**src/rtl/pit_pkg.sv**
```systemverilog
// ---------------------------------------------------------------------------
// pit_pkg
// Shared definitions for the PIT bus controller slice.
//   - I/O port offsets of the 8254-style timer (counters 0..2, control word)
//   - control-word / read-back command bit positions
//   - half-period rate constant for the nominal 1.193182 MHz PIT clock
//   - strobe bundle type and the one-hot counter-select helper
// ---------------------------------------------------------------------------
package pit_pkg;

    // I/O port offsets
    localparam logic [1:0] PIT_CH0  = 2'd0;
    localparam logic [1:0] PIT_CH1  = 2'd1;
    localparam logic [1:0] PIT_CH2  = 2'd2;
    localparam logic [1:0] PIT_CTRL = 2'd3;

    // Control word: bits[7:6] select the counter, bits[5:4] select access mode
    localparam int unsigned CW_SEL_LSB   = 32'd6;
    localparam int unsigned CW_RW_LSB    = 32'd4;
    localparam logic [1:0]  CW_SEL_RB    = 2'd3;
    localparam logic [1:0]  CW_RW_LATCH  = 2'd0;

    // Read-back command: bit[N+1] selects counter N, bit5/bit4 are active-low
    // "latch count" / "latch status" enables
    localparam int unsigned RB_SEL_LSB   = 32'd1;
    localparam int unsigned RB_NO_STATUS = 32'd4;
    localparam int unsigned RB_NO_COUNT  = 32'd5;

    // Twice the nominal PIT frequency: one accumulator overflow per half period
    localparam int unsigned PIT_HZ2         = 32'd2386364;
    // Smallest clk rate that still gives every pit_clock phase at least 2 clk
    localparam int unsigned PIT_MIN_CLK_HZ  = 32'd4772728;

    // One bundle of all per-counter strobes
    typedef struct packed {
        logic [2:0] set_control_mode;
        logic [2:0] latch_count;
        logic [2:0] latch_status;
        logic [2:0] write;
        logic [2:0] read;
    } pit_strobe_t;

    // Counter index -> one-hot counter select (index 3 selects nothing)
    function automatic logic [2:0] pit_onehot3(input logic [1:0] idx);
        logic [2:0] sel;
        case (idx)
            2'd0:    sel = 3'b001;
            2'd1:    sel = 3'b010;
            2'd2:    sel = 3'b100;
            default: sel = 3'b000;
        endcase
        return sel;
    endfunction

endpackage

```
**src/rtl/pit_clk_gen.sv**
```systemverilog
// ---------------------------------------------------------------------------
// pit_clk_gen
// Fractional clock generator producing the nominal 1.193182 MHz PIT clock
// from clk. A 32-bit phase accumulator advances by PIT_HZ2 each clk; each
// time it reaches CLK_HZ the remainder is kept and pit_clock toggles, so the
// long-term rate is exact and the edge jitter is at most one clk.
// Ports:
//   clk       in   system clock (CLK_HZ Hz)
//   rst       in   asynchronous active-high reset
//   pit_clock out  generated PIT clock (registered)
// ---------------------------------------------------------------------------
module pit_clk_gen
    import pit_pkg::*;
#(
    parameter int unsigned CLK_HZ = 32'd30000000
) (
    input  logic clk,
    input  logic rst,
    output logic pit_clock
);

    // Slower clocks would allow single-clk phases on pit_clock
    if (CLK_HZ < PIT_MIN_CLK_HZ) begin : g_clk_hz_too_low
        $error("pit_clk_gen: CLK_HZ must be >= 4772728");
    end

    logic [31:0] acc_r;
    logic [31:0] acc_next_s;
    logic [32:0] sum_s;
    logic        wrap_s;
    logic        pit_clock_r;

    // Next accumulator value and overflow detection (33-bit sum avoids wrap)
    always_comb begin
        sum_s      = {1'b0, acc_r} + 33'(PIT_HZ2);
        wrap_s     = 1'b0;
        acc_next_s = sum_s[31:0];
        if (sum_s >= 33'(CLK_HZ)) begin
            wrap_s     = 1'b1;
            acc_next_s = 32'(sum_s - 33'(CLK_HZ));
        end else begin
            wrap_s     = 1'b0;
            acc_next_s = sum_s[31:0];
        end
    end

    // Accumulator and output toggle register
    always_ff @(posedge clk or posedge rst) begin
        if (rst) begin
            acc_r       <= 32'd0;
            pit_clock_r <= 1'b0;
        end else begin
            acc_r       <= acc_next_s;
            pit_clock_r <= pit_clock_r ^ wrap_s;
        end
    end

    assign pit_clock = pit_clock_r;

endmodule

```
**src/rtl/pit_bus_ctrl.sv**
```systemverilog
// ---------------------------------------------------------------------------
// pit_bus_ctrl
// Host I/O front end for an 8254-style PIT: decodes byte-wide port accesses
// into one-cycle per-counter strobes, returns counter read data, generates
// the PIT input clock and turns rising edges of counter 0 output into IRQ0
// pulses. All strobes and read data are registered (1 clk after the access).
// Optional feature: define PIT_READBACK_EN to decode control words with
// bits[7:6] == 3 as read-back commands; otherwise such words are ignored.
// Ports:
//   clk, rst                    clock, asynchronous active-high reset
//   io_address/read/write/...   host port access (offset 0..3, 1-cycle strobes)
//   io_readdata                 registered read data (8'hFF for offset 3)
//   data_in                     last write data, shared by all counters
//   set_control_mode, latch_count, latch_status, write, read
//                               one-hot per-counter strobes
//   data_out0..2                per-counter read data
//   pit_clock                   generated ~1.193182 MHz counter clock
//   out0, irq0_pulse            counter 0 output and its rising-edge pulse
// ---------------------------------------------------------------------------
module pit_bus_ctrl
    import pit_pkg::*;
#(
    parameter int unsigned CLK_HZ = 32'd30000000
) (
    input  logic       clk,
    input  logic       rst,
    input  logic [1:0] io_address,
    input  logic       io_read,
    input  logic       io_write,
    input  logic [7:0] io_writedata,
    output logic [7:0] io_readdata,
    output logic [7:0] data_in,
    output logic [2:0] set_control_mode,
    output logic [2:0] latch_count,
    output logic [2:0] latch_status,
    output logic [2:0] write,
    output logic [2:0] read,
    input  logic [7:0] data_out0,
    input  logic [7:0] data_out1,
    input  logic [7:0] data_out2,
    output logic       pit_clock,
    input  logic       out0,
    output logic       irq0_pulse
);

    pit_strobe_t strb_s;
    pit_strobe_t strb_r;
    logic [7:0]  data_in_next_s;
    logic [7:0]  data_in_r;
    logic [7:0]  rdata_next_s;
    logic [7:0]  rdata_r;
    logic        out0_last_r;
    logic        irq0_pulse_r;
    logic [1:0]  cw_sel_s;
    logic [1:0]  cw_rw_s;

    assign cw_sel_s = io_writedata[CW_SEL_LSB +: 2];
    assign cw_rw_s  = io_writedata[CW_RW_LSB +: 2];

    // Access decode: next strobes, next write data and next read data
    always_comb begin
        strb_s         = '0;
        data_in_next_s = data_in_r;
        rdata_next_s   = rdata_r;

        if (io_write) begin
            data_in_next_s = io_writedata;
            if (io_address != PIT_CTRL) begin
                strb_s.write = pit_onehot3(io_address);
            end else if (cw_sel_s != CW_SEL_RB) begin
                if (cw_rw_s != CW_RW_LATCH) begin
                    strb_s.set_control_mode = pit_onehot3(cw_sel_s);
                end else begin
                    strb_s.latch_count = pit_onehot3(cw_sel_s);
                end
            end else begin
`ifdef PIT_READBACK_EN
                // Read-back: both latch types may fire together for several counters
                for (int n = 0; n < 3; n++) begin
                    strb_s.latch_count[n]  = io_writedata[RB_SEL_LSB + n] & ~io_writedata[RB_NO_COUNT];
                    strb_s.latch_status[n] = io_writedata[RB_SEL_LSB + n] & ~io_writedata[RB_NO_STATUS];
                end
`else
                strb_s.latch_count  = 3'b000;
                strb_s.latch_status = 3'b000;
`endif
            end
        end else begin
            data_in_next_s = data_in_r;
        end

        // Read data is sampled now, before the counter sees its read pulse;
        // a colliding write wins and the read returns all ones.
        if (io_read) begin
            if (io_write) begin
                rdata_next_s = 8'hFF;
            end else begin
                case (io_address)
                    PIT_CH0:  rdata_next_s = data_out0;
                    PIT_CH1:  rdata_next_s = data_out1;
                    PIT_CH2:  rdata_next_s = data_out2;
                    default:  rdata_next_s = 8'hFF;
                endcase
                strb_s.read = pit_onehot3(io_address);
            end
        end else begin
            rdata_next_s = rdata_r;
        end
    end

    // Output registers for strobes, write data and read data
    always_ff @(posedge clk or posedge rst) begin
        if (rst) begin
            strb_r    <= '0;
            data_in_r <= 8'h00;
            rdata_r   <= 8'hFF;
        end else begin
            strb_r    <= strb_s;
            data_in_r <= data_in_next_s;
            rdata_r   <= rdata_next_s;
        end
    end

    // IRQ0 edge detector; out0_last resets high so a high out0 at reset
    // release does not produce a spurious interrupt
    always_ff @(posedge clk or posedge rst) begin
        if (rst) begin
            out0_last_r  <= 1'b1;
            irq0_pulse_r <= 1'b0;
        end else begin
            out0_last_r  <= out0;
            irq0_pulse_r <= out0 & ~out0_last_r;
        end
    end

    pit_clk_gen #(
        .CLK_HZ(CLK_HZ)
    ) u_clk_gen (
        .clk      (clk),
        .rst      (rst),
        .pit_clock(pit_clock)
    );

    assign set_control_mode = strb_r.set_control_mode;
    assign latch_count      = strb_r.latch_count;
    assign latch_status     = strb_r.latch_status;
    assign write            = strb_r.write;
    assign read             = strb_r.read;
    assign data_in          = data_in_r;
    assign io_readdata      = rdata_r;
    assign irq0_pulse       = irq0_pulse_r;

endmodule

```
**config.mk**
```make
export PLATFORM = sky130hd
export DESIGN_NAME = pit_bus_ctrl
export DESIGN_NICKNAME = d
export VERILOG_FILES = /design/src/rtl/pit_pkg.sv /design/src/rtl/pit_clk_gen.sv /design/src/rtl/pit_bus_ctrl.sv
export SDC_FILE = /design/constraint.sdc
export NUM_CORES = 1
export LEC_CHECK = 0
export ABC_AREA = 1
export BUFFER_PORTS_ARGS = -buffer_cell sky130_fd_sc_hd__buf_2
export CAP_MARGIN = 20
export CELL_PAD_IN_SITES_DETAIL_PLACEMENT = 0
export CELL_PAD_IN_SITES_GLOBAL_PLACEMENT = 1
export CORE_MARGIN = 2
export CORE_UTILIZATION = 37
export CTS_BUF_LIST = sky130_fd_sc_hd__clkbuf_4 sky130_fd_sc_hd__clkbuf_8
export DETAILED_ROUTE_END_ITERATION = 12
export PLACE_DENSITY = 0.86
export SLEW_MARGIN = 5
export SYNTH_ARGS = -nofsm -noshare
export SYNTH_HDL_FRONTEND = slang
export SYNTH_SLANG_ARGS = --single-unit
```
**constraint.sdc**
```tcl
create_clock -name clk -period 2.33 [get_ports clk]
set_input_delay 0.1165 -clock clk [delete_from_list [all_inputs] [get_ports clk]]
set_output_delay 0.1165 -clock clk [all_outputs]
set_load 0.01 [all_outputs]
```
Word level (Yosys, flattened, before mapping)
Cells that the tools add are included.
W data, S select, Z words.

storage, ports and cells
  register bits = 66
  input bits = 39
  output and inout port bits = 33
  logic and storage cells = 41

cells by class
  $add $sub $neg = 2
  order comparisons = 1
  equality and inequality tests = 6
  muxes and demuxes = 15
  bitwise gates (word level) = 3
  reductions and logical operators = 3

operators with widths
  kind                      number
  $add A32 B22 Y33 const B  1
  $ge A33 B25 Y1 const B    1
  $mux W32                  1
  $sub A32 B25 Y32 const B  1
  $pmux W8 S3               1
  $mux W3                   7
  $pmux W3 S3               2
  $mux W12                  1
  $mux W9                   1
  $mux W8                   1
  $eq A2 B1 Y1 const B      2
  $eq A2 B2 Y1 const B      2
  $logic_not A2 Y1          2
  $ne A2 B2 Y1 const B      2
  $reduce_bool A2 Y1        1
  $and A1 B1 Y1             1
  $mux W1                   1
  $not A1 Y1                1
  $xor A1 B1 Y1             1

Depth between registers and ports, before layout
Gate-level depths: netlist of run 1.

  word-level depth = 6
  gate-level depth with buffers = 21
  mapped depth without buffers = 21

Cells and area by module
A second synthesis of run 1 with hierarchy kept.

second synthesis, totals
  cells, all modules = 753
  area total of the unflattened synthesis = 4642.0 µm²

by module, submodules not included
  module        times used  cells each  area an instance (µm²)  seq. area each (µm²)
  pit_clk_gen   1           594         3338.2                  775.7
  pit_bus_ctrl  1           159         1303.8                  762.0

Worst setup path before layout of run 1
OpenSTA, ideal clock, no wires.

  path type = flip-flop to flip-flop
  start = register u_clk_gen.acc_r[2]
  end = register u_clk_gen.acc_r[15]
  data arrival time = 2251 ps
  path slack = -38 ps
  cell stages (with the launch flop) = 18
  path buffers = 1
  path through = dfrtp_1 inv_1 ha_1 nand2_1 nand2_1 nand2_1 xor2_1 ha_1 nand3_1 nand2_1 inv_1 nand3_1 nand2_1 inv_1 nand3_2 buf_2 nand4_1 nand2_1

between the ends
  longest elaborated chain between the ends = 3
  elaborated cells on any way between the ends = 4
  classes of those cells = 2 x add/sub; 1 x order compare; 1 x mux

RTL lines
  element                                             RTL line                              RTL
  start: declaration                                  pit_clk_gen.sv:27                     logic [31:0] acc_r;
  start signal: assignment                            pit_clk_gen.sv:53                     acc_r <= acc_next_s;
  $add A32 B22 Y33 *                                  pit_clk_gen.sv:35                     sum_s = {1'b0, acc_r} + 33'(PIT_HZ2);
  $sub A32 B25 Y32 or $ge A33 B25 Y1 (tied branches)  pit_clk_gen.sv:40, pit_clk_gen.sv:38
  $mux W32 *                                          pit_clk_gen.sv:38                     if (sum_s >= 33'(CLK_HZ)) begin
  via u_clk_gen.acc_next_s[15]                        pit_clk_gen.sv:28                     logic [31:0] acc_next_s;

The timed path passes the listed nets; every way through them passes the cells marked *.
A chain may end at the register's enable or synchronous reset.

Worst setup path in the final report of run 1
  start = register u_clk_gen.acc_r[14]
  end = register u_clk_gen.acc_r[15]

Same word-level chain as after synthesis.

==> impl_metrics.toml, run 1 <==
[power_and_ir_drop]
ir_worst_vdd_uv = 300
leakage_nw = 4.21
p_per_area_nw_per_um2 = 303

[sta]
drv_slew = 0
setup_violations = 26
max_freq_mhz = 394
tightest_slew_ns = 0.685
fin_crit_sh_pct = 109
hold_viol = 0
worst_slack_ns = -0.208
fin_worst_skew_ns = 0.0120
rsz0062_at_grt = "true"
final.min_clock_period_ns = 2.54
relSlewSlack_pct = 54.3
finalHoldWorstSlack_ns = 0.0208

[critical_path]
worstRegToRegCells = 17
r2r_slack_ns = -0.21
crit_family = "simple AND/OR/NAND/NOR gates"
cp.depth = 17
critPathSlowestCell = "dfrtp_2"
crit_required_ns = 2.62
crit_end = "u_clk_gen.acc_r[15]$_DFF_PP0_"
start_kind = "register"
worstPathCellList = "nor2_4 > buf_6 > nor2_4 > nand2_2 > nand2_4 > a21oi_4 > nand3b_1 > nand2_4 > nand2_2 > inv_1 > nand2_2 > nor2_4 > nand3_4 > nand3_4 > clkbuf_16 > nand2_2 > nand2_1"
max_stage_delay_ns = 0.47
cp_num_buf_inv = 3
endpoint_kind = "register"
cp_common_cell = "nand2_2"
critPathKind = "register to register"
crit_arrival_ns = 2.83
cp_max_fo = 6
setup.worst_path.start = "u_clk_gen.acc_r[14]$_DFF_PP0_"
r2r-end = "u_clk_gen.acc_r[15]$_DFF_PP0_"
regToRegStartpoint = "u_clk_gen.acc_r[14]$_DFF_PP0_"

[grt]
grt_pass1_vias = 6036
grt_pass1_wl_mm = 27.8
grt_antenna_before_repair = 0
grt_usage_pct = 24.3
overflow = 0
grt_start_max_net_pins = 33

[synthesis]
synth_mux_area_share_pct = 0
synth-seq-cells = 61
synth_top_family_by_area = "simple AND/OR/NAND/NOR gates"
synth_edf_count = 0
synth_cell_type_count = 31
yosys_warnings = 0
netlist_instances = 805
ys_seq_area_share_pct = 31.4
ys_async_sr_fraction_pct = 100
synth-main-ff-cell = "dfrtp_1"
syn_area_um2 = 4900
synth_compound_area_share_pct = 3.07
yosys.area_share.xor_xnor_pct = 2.86
yosys.area_share.adder_pct = 0.767
syn_avg_cell_area_um2 = 6.08
yosys.area_share.simple_pct = 51.7

[routing]
wl_per_cell_um = 14.0
drt_iter0_drc = 358
first_pass_iters = 5
ant_nets = 0
drcViolationCount = 0
routed_wirelength_mm = 17.4
num_vias = 6068
via_per_inst = 4.88

[place]
io_buffer_count = 68
gp_congestion = 0.910
dpl.hpwl_mm = 12.5
place_ws_ns = -0.305

[clocking]
cts_tree = "yes"
cts.sinks = 61
h-tree-depth = 3
path_clk_slew_ns = 0.08
worstSkewPairLatency_ns = 0.35
numCtsBuffers = 9
cts-root-buf = "clkbuf_8"
clk_path_buf_depth = 2

[status]
violations = "setup timing"
status = "finished with violations"

[floorplanning]
start_util_pct = 37.4
coreArea_um2 = 13100
die_x_um = 119
die_h_um = 119
die-area_um2 = 14200
num_rows = 42
io_pins = 72

[cells_and_area]
num_antenna_cells = 0
syn2layout_area_growth_pct = 62.0
layout-drive-gt1-share_pct = 49.0
nets = 1105
fill_cells = 1145

[worst_hold_path]
hold_path.class = "input pin to register"

[job]
cap_violations = 0
-- logic make-up (layout without fill, tap and decap cells) --
family                   after synthesis  in the layout
flip-flops                            61             61
XOR/XNOR                              16             16
AND/OR/NAND/NOR                      581            581
other                                  1              3
buffers and inverters                119            380
AO/OA/AOI/OAI                         24             24
adder cells (fa/ha/maj)                3              3
-- placed cells by master, fill, tap and decap left out, types with 3 or more instances in the layout --
cell / netlist / layout
clkinv_4: 0 / 3
dfstp_2: 9 / 9
buf_12: 0 / 3
a21oi_2: 0 / 5
inv_2: 14 / 33
a21oi_1: 11 / 5
dlygate4sd3_1: 0 / 13
buf_2: 3 / 68
o21ai_0: 5 / 4
nor2_1: 107 / 70
dfrtp_2: 0 / 9
buf_4: 6 / 162
xnor2_1: 5 / 5
inv_1: 89 / 68
nand3_2: 5 / 20
nand4_1: 29 / 29
nand2_2: 25 / 96
dfrtp_1: 52 / 43
nand2_4: 1 / 23
nor2_4: 4 / 27
nand2_1: 322 / 229
conb_1: 1 / 3
nand3_4: 1 / 5
buf_6: 3 / 9
clkbuf_8: 0 / 9
nor2_2: 12 / 26
a41oi_1: 8 / 8
xor2_1: 11 / 10
nand3_1: 69 / 50
-- cells in the mapped netlist (3+ instances only) --
cell type  number  area [um^2]
a21oi_1        11         55.1
a41oi_1         8         70.1
buf_2           3         15.0
buf_4           6         45.0
buf_6           3         33.8
dfrtp_1        52         1300
dfstp_2         9          236
ha_1            3         37.5
inv_1          89          334
inv_2          14         52.6
nand2_1       322         1210
nand2_2        25          156
nand3_1        69          345
nand3_2         5         50.1
nand4_1        29          181
nor2_1        107          402
nor2_2         12         75.1
nor2_4          4         45.0
o21ai_0         5         25.0
xnor2_1         5         43.8
xor2_1         11         96.3
-- layer usage --
metal  GRT usage (%)  routed length (um)  part of all wire [%]
met5               0                   0                     0
met4            9.08                 418                   2.4
met3            4.31                1010                   5.8
met2            41.1                8470                    49
met1            30.9                7480                    43
-- where the power goes --
group          internal [W]  leakage [nW]  switching, W
Sequential          0.00110         0.720     0.0000173
Combinational     0.0000834          3.37      0.000109
Clock              0.000623         0.114      0.000471
-- timing repair --
| action | in CTS | in global routing |
|---|---|---|
| hold buffers | 13 | 0 |
| endpoints found under the setup margin | 26 | 26 |
| setup buffers | 31 | 16 |
| pin swaps | 46 | 58 |
| endpoints found under the hold margin | 40 | 0 |
| gates resized for setup | 157 | 96 |
| gates cloned | 1 | 1 |
-- registers in the layout, indices dropped and copies added (netlist names) --
| name | flops |
|---|---|
| data_in | 8 |
| io_readdata | 8 |
| u_clk_gen.pit_clock | 1 |
| write | 3 |
| irq0_pulse | 1 |
| out0_last_r | 1 |
| latch_count | 3 |
| set_control_mode | 3 |
| read | 3 |
| u_clk_gen.acc_r | 30 |
-- area by class of cell --
| type | instances | area (um^2) | area share, % |
|---|---|---|---|
| clock buffer | 10 | 131 | 1.66 |
| clock inverter | 6 | 95.1 | 1.20 |
| inverter | 105 | 399 | 5.03 |
| multi-input combinational | 627 | 3610 | 45.5 |
| sequential | 61 | 1550 | 19.5 |
| tap | 176 | 220 | 2.78 |
| timing repair buffer | 259 | 1930 | 24.3 |
-- through the flow --
step           util [%]  instances  instance area, um^2  TNS (ns)  power [W]
3_3_place_gp       48.7       1166                 6380     -6.31    0.00131
3_5_place_dp       48.7       1166                 6380     -6.04    0.00131
6_report           60.6       1244                 7930     -4.35    0.00241
5_1_grt            60.6       1244                 7930     -7.09    0.00249
2_1_floorplan         -        807                 4920         0    0.00122
4_1_cts            57.2       1227                 7480    -0.528    0.00242
-- tightest hold or removal path: stages --
cell and delay (ns):
buf_2 0.09, nand2_1 0.05, a41oi_1 0.11
-- worst min path at each step --
stage                             from                         end  slack [ns]  cells past startpoint
after floorplan                   out0       out0_last_r$_DFF_PP1_        0.12                      0
after global placement            out0       out0_last_r$_DFF_PP1_        0.23                      1
after detailed placement          out0       out0_last_r$_DFF_PP1_        0.24                      1
after CTS                 data_out2[7]  io_readdata[7]$_DFFE_PP1P_      0.0002                      3
after global routing      data_out1[6]  io_readdata[6]$_DFFE_PP1P_       0.005                      3
final                     data_out1[6]  io_readdata[6]$_DFFE_PP1P_        0.02                      3
No activity file was read; power rests on OpenSTA's default activity.
==> inputs of run 2 (changes only) <==
- SETUP_SLACK_MARGIN: unset -> 0.1
==> run 2 against run 1 <==
The run still ends with setup timing left. Critical path type unchanged. Register-to-register slack better by 0.08 ns. Global-route usage fell by 0.44 points. Critical endpoint is now u_clk_gen.acc_r[17]$_DFF_PP0_. Worst hold slack lost 0.016 ns. Clock-buffer cell count increased by 1. Sequential power about the same. Final cell count decreased by 0.40%. Non-clock buffer count decreased by 5. Highest routed layer unchanged. Total power is 0.35% lower. Sequential share of layout area fell by 0.071 points. Clock power hardly changed.
==> impl_metrics.toml, run 2 (same netlist as run 1, synthesis figures left out) <==
[power_and_ir_drop]
ir_worst_vdd_uv = 297
power_w = 0.00240
p_per_area_nw_per_um2 = 301
leakage_nw = 4.14

[floorplanning]
die_x_um = 119
die-area_um2 = 14200
num_rows = 42
start_util_pct = 37.4
io_pins = 72
coreArea_um2 = 13100
die_h_um = 119

[clocking]
cts_tree = "yes"
worstSkewPairLatency_ns = 0.35
path_clk_slew_ns = 0.07
numCtsBuffers = 9
clk_path_buf_depth = 2
cts.sinks = 61
cts-root-buf = "clkbuf_8"
h-tree-depth = 3

[cells_and_area]
num_antenna_cells = 0
nets = 1100
final_area_um2 = 7960
regMostFlops = "u_clk_gen.acc_r"
largest_reg_flops = 30
fill_cells = 1126
layout-drive-gt1-share_pct = 52.0
syn2layout_area_growth_pct = 62.5
final_cell_mix = "nand2_1 (222), buf_4 (162), nand2_2 (102)"
layout_commonest_cell = "nand2_1"

[job]
cap_violations = 0

[grt]
grt_antenna_before_repair = 0
overflow = 0
grt_usage_pct = 23.9
grt_pass1_wl_mm = 27.1
grt_pass1_vias = 5824
grt_start_max_net_pins = 34

[place]
dpl.hpwl_mm = 12.3
gp_congestion = 0.889
place_ws_ns = -0.257
io_buffer_count = 68
place_area_um2 = 6490

[sta]
fin_crit_sh_pct = 105
tns_ns = -2.45
max_freq_mhz = 407
worst_slack_ns = -0.127
setup_violations = 26
finalHoldWorstSlack_ns = 0.00452
final.min_clock_period_ns = 2.46
hold_viol = 0
fin_worst_skew_ns = 0.0149
rsz0062_at_grt = "true"
tightest_slew_ns = 0.610
drv_slew = 0
relSlewSlack_pct = 59.3

[worst_hold_path]
min_from = "io_writedata[5]"
hold_path.class = "input pin to register"

[routing]
drcViolationCount = 0
via_per_inst = 4.83
num_vias = 5989
wl_per_cell_um = 13.8
routed_wirelength_mm = 17.0
ant_nets = 0
drt_iter0_drc = 333
first_pass_iters = 5

[critical_path]
setup.worst_path.start = "u_clk_gen.acc_r[18]$_DFF_PP0_"
cp_max_fo = 13
critPathKind = "register to register"
crit_arrival_ns = 2.70
crit_required_ns = 2.57
start_kind = "register"
regToRegStartpoint = "u_clk_gen.acc_r[18]$_DFF_PP0_"
endpoint_kind = "register"

[status]
violations = "setup timing"
status = "finished with violations"
run 2: changes by cell type in the layout (fill, tap and decap cells not counted), sizes merged:
cell         before  now
dlygate4sd3      13    7
clkinvlp          0    2
buf             245  247
inv             104  103
clkinv            5    3
run 2: final cells by class:
cell class,count,area [um^2],share of cell area [%]
Clock inverter,5,83.8,1.05
Multi-Input combinational cell,627,3720,46.7
Tap cell,176,220,2.77
Timing Repair Buffer,254,1840,23.1
Inverter,105,399,5.02
Clock buffer,11,145,1.82
Sequential cell,61,1550,19.5
run 2: what timing repair did:
item,CTS,global route
pin swaps,48,40
endpoints found under the setup margin,26,26
hold buffers,7,0
setup buffers,20,16
gates resized for setup,148,137
gates cloned,1,0
endpoints found under the hold margin,27,0
run 2: path summary, 6_finish.rpt:
path	depth (start not counted)	slack, ns	to
hold reg to reg	2	0.47	data_in[5]$_DFFE_PP0P_
setup / recovery	16	-0.13	u_clk_gen.acc_r[17]$_DFF_PP0_
setup reg to reg	16	-0.13	u_clk_gen.acc_r[17]$_DFF_PP0_
hold / removal	3	0.005	data_in[5]$_DFFE_PP0P_
max in group asynchronous	4	1.28	out0_last_r$_DFF_PP1_
min in group asynchronous	3	0.39	u_clk_gen.acc_r[10]$_DFF_PP0_
run 2: per-layer routing:
metal | share of wire, % | up-vias | wire, um | global-route usage [%]
li1 | - | 3008 | - | -
met1 | 43 | 2755 | 7290 | 30.7
met2 | 49 | 195 | 8390 | 40.7
met3 | 5.4 | 31 | 929 | 3.50
met4 | 2.6 | 0 | 438 | 8.56
met5 | 0 | - | 0 | 0
run 2: metrics by stage:
step           instances  utilization, %
6_report            1239            60.8
4_1_cts             1223            56.4
3_3_place_gp        1180            49.6
2_1_floorplan        807               -
5_1_grt             1239            60.8
3_5_place_dp        1180            49.6
run 2: where the power goes:
group / total [W] / internal, W / leakage (nW) / switching (W)
Clock: 0.00110 / 0.000645 / 0.109 / 0.000453
Sequential: 0.00112 / 0.00110 / 0.718 / 0.0000158
Combinational: 0.000182 / 0.0000760 / 3.31 / 0.000106
Total: 0.00240 / 0.00182 / 4.14 / 0.000574
run 2: worst max-delay path: stages (launching register included):
cell and delay (ns):
dfrtp_2 0.46, inv_2 0.09, nand2_2 0.06, nor2_2 0.16, nand2_2 0.11, nand3b_1 0.25, nand3_2 0.14, nand2_4 0.09
nor2_4 0.13, inv_2 0.06, nor2_4 0.09, nand2_2 0.08, nor2_4 0.18, nand3_4 0.14, buf_12 0.18, nand2_1 0.07
nand2_1 0.05
==> inputs of run 3 (changes only) <==
- RECOVER_POWER: unset -> 100
==> run 3 against run 2 <==
The run still ends with setup timing left. Worst hold slack about the same. Flip-flop and latch count is the same. Total power barely moved. Sequential power is essentially flat. Critical path type unchanged.
==> impl_metrics.toml, run 3 (same netlist as run 1, synthesis figures left out) <==
[critical_path]
worstRegToRegCells = 17
crit_arrival_ns = 2.70
critPathKind = "register to register"
critPathSlowestCell = "dfrtp_2"
worstPathCellList = "nor2_4 > nand2_4 > nand2_4 > nor2_4 > nor2_4 > nand2_2 > nand2_2 > nand2_4 > nor2_4 > inv_2 > nor2_4 > nand2_2 > nor2_4 > nand3_4 > buf_12 > nand2_1 > nand2_1"
max_stage_delay_ns = 0.47
r2r-end = "u_clk_gen.acc_r[17]$_DFF_PP0_"
start_kind = "register"
cp_common_cell = "nor2_4"
cp_max_fo = 13
regToRegStartpoint = "u_clk_gen.acc_r[14]$_DFF_PP0_"
r2r_slack_ns = -0.13
endpoint_kind = "register"
crit_required_ns = 2.57

[clocking]
worstSkewPairLatency_ns = 0.35
clk_path_buf_depth = 2
cts-root-buf = "clkbuf_8"
cts_tree = "yes"
cts.sinks = 61
numCtsBuffers = 9
h-tree-depth = 3
path_clk_slew_ns = 0.07

[sta]
setup_violations = 26
hold_viol = 0
max_freq_mhz = 407
relSlewSlack_pct = 59.3
final.min_clock_period_ns = 2.46
worst_slack_ns = -0.127
fin_crit_sh_pct = 105
tightest_slew_ns = 0.610
rsz0062_at_grt = "true"
drv_slew = 0
fin_worst_skew_ns = 0.0144

[cells_and_area]
regArea_um2 = 1550
layout-drive-gt1-share_pct = 51.6
final_area_um2 = 7950
regMostFlops = "u_clk_gen.acc_r"
largest_reg_flops = 30
num_antenna_cells = 0
syn2layout_area_growth_pct = 62.3
final_cell_mix = "nand2_1 (222), buf_4 (161), nand2_2 (102)"
nets = 1100
multi_input_area_um2 = 3720
layout_commonest_cell = "nand2_1"
fill_cells = 1131

[grt]
grt_start_max_net_pins = 34
grt_usage_pct = 23.9
grt_antenna_before_repair = 0
grt_pass1_wl_mm = 27.1
overflow = 0
grt_pass1_vias = 5824

[floorplanning]
start_util_pct = 37.4
num_rows = 42
die_h_um = 119
coreArea_um2 = 13100
io_pins = 72
die_x_um = 119
die-area_um2 = 14200

[place]
gp_congestion = 0.889
place_area_um2 = 6490
dpl.hpwl_mm = 12.3
io_buffer_count = 68

[routing]
num_vias = 5990
via_per_inst = 4.83
first_pass_iters = 5
drcViolationCount = 0
ant_nets = 0
routed_wirelength_mm = 17.1
wl_per_cell_um = 13.8
drt_iter0_drc = 335

[worst_hold_path]
holdPathStages = 3
hold_path.class = "input pin to register"
min_from = "io_writedata[5]"
worstHoldEndpoint = "data_in[5]$_DFFE_PP0P_"

[job]
cap_violations = 0

[power_and_ir_drop]
power_w = 0.00240
p_per_area_nw_per_um2 = 301
leakage_nw = 4.13
ir_worst_vdd_uv = 297

[status]
status = "finished with violations"
violations = "setup timing"
[run 3: cell count changes in the layout (fill, tap and decap cells not counted), sizes merged]
cell	change
buf	-4
clkbuf	+4
[run 3: how the worst max path moves through the flow]
stage                                              from  cells past startpoint                             to
final                     u_clk_gen.acc_r[14]$_DFF_PP0_                     17  u_clk_gen.acc_r[17]$_DFF_PP0_
after global placement    u_clk_gen.acc_r[18]$_DFF_PP0_                     15  u_clk_gen.acc_r[29]$_DFF_PP0_
after detailed placement  u_clk_gen.acc_r[14]$_DFF_PP0_                     18  u_clk_gen.acc_r[29]$_DFF_PP0_
after global routing      u_clk_gen.acc_r[14]$_DFF_PP0_                     17  u_clk_gen.acc_r[16]$_DFF_PP0_
after CTS                  u_clk_gen.acc_r[3]$_DFF_PP0_                     18  u_clk_gen.acc_r[14]$_DFF_PP0_
after floorplan            u_clk_gen.acc_r[2]$_DFF_PP0_                     18  u_clk_gen.acc_r[14]$_DFF_PP0_
[run 3: routing by layer]
| layer | track usage (%) | share of wire, % | vias up |
|---|---|---|---|
| met5 | 0 | 0 | - |
| met4 | 8.56 | 2.7 | 0 |
| met3 | 3.50 | 5.4 | 34 |
| met2 | 40.7 | 49 | 188 |
| met1 | 30.7 | 43 | 2758 |
| li1 | - | - | 3010 |
[run 3: critical path: cells and delay by family (launching register included)]
family	cells	cell delay (ns)
simple gates	15	1.65
buf+inv	2	0.24
flops	1	0.47
[run 3: stage by stage]
step | setup slack (ns) | util (%) | setup TNS, ns | instances | hold slack (ns)
final | -0.127 | 60.7 | -2.47 | 1239 | 0.00469
after global routing | -0.264 | 60.7 | -5.41 | 1239 | 0.0149
after CTS | -0.0344 | 56.4 | -0.474 | 1223 | 0.00404
after detailed placement | -0.257 | 49.6 | -4.99 | 1180 | 0.227
after floorplan | 0.103 | - | 0 | 807 | 0.121
after global placement | -0.223 | 49.6 | -4.79 | 1180 | 0.222
[run 3: report_power, final]
group          switching, W  leakage, nW  internal (W)
clock              0.000453        0.109      0.000645
sequential        0.0000158        0.718       0.00110
combinational      0.000106         3.30     0.0000744
total              0.000574         4.13       0.00182
[run 3: layout make-up]
class	count	share of cell area [%]
Clock buffer	11	1.83
Clock inverter	5	1.05
Inverter	105	5.02
Multi-Input combinational cell	627	46.8
Sequential cell	61	19.5
Tap cell	176	2.77
Timing Repair Buffer	254	23.1
[run 3: timing repair]
| action | CTS | global route |
|---|---|---|
| hold buffers | 7 | 0 |
| pin swaps | 48 | 40 |
| buffers inserted | 20 | 16 |
| endpoints found under the setup margin | 26 | 26 |
| cloned | 1 | 0 |
| endpoints found under the hold margin | 27 | 0 |
| resized for setup | 148 | 137 |
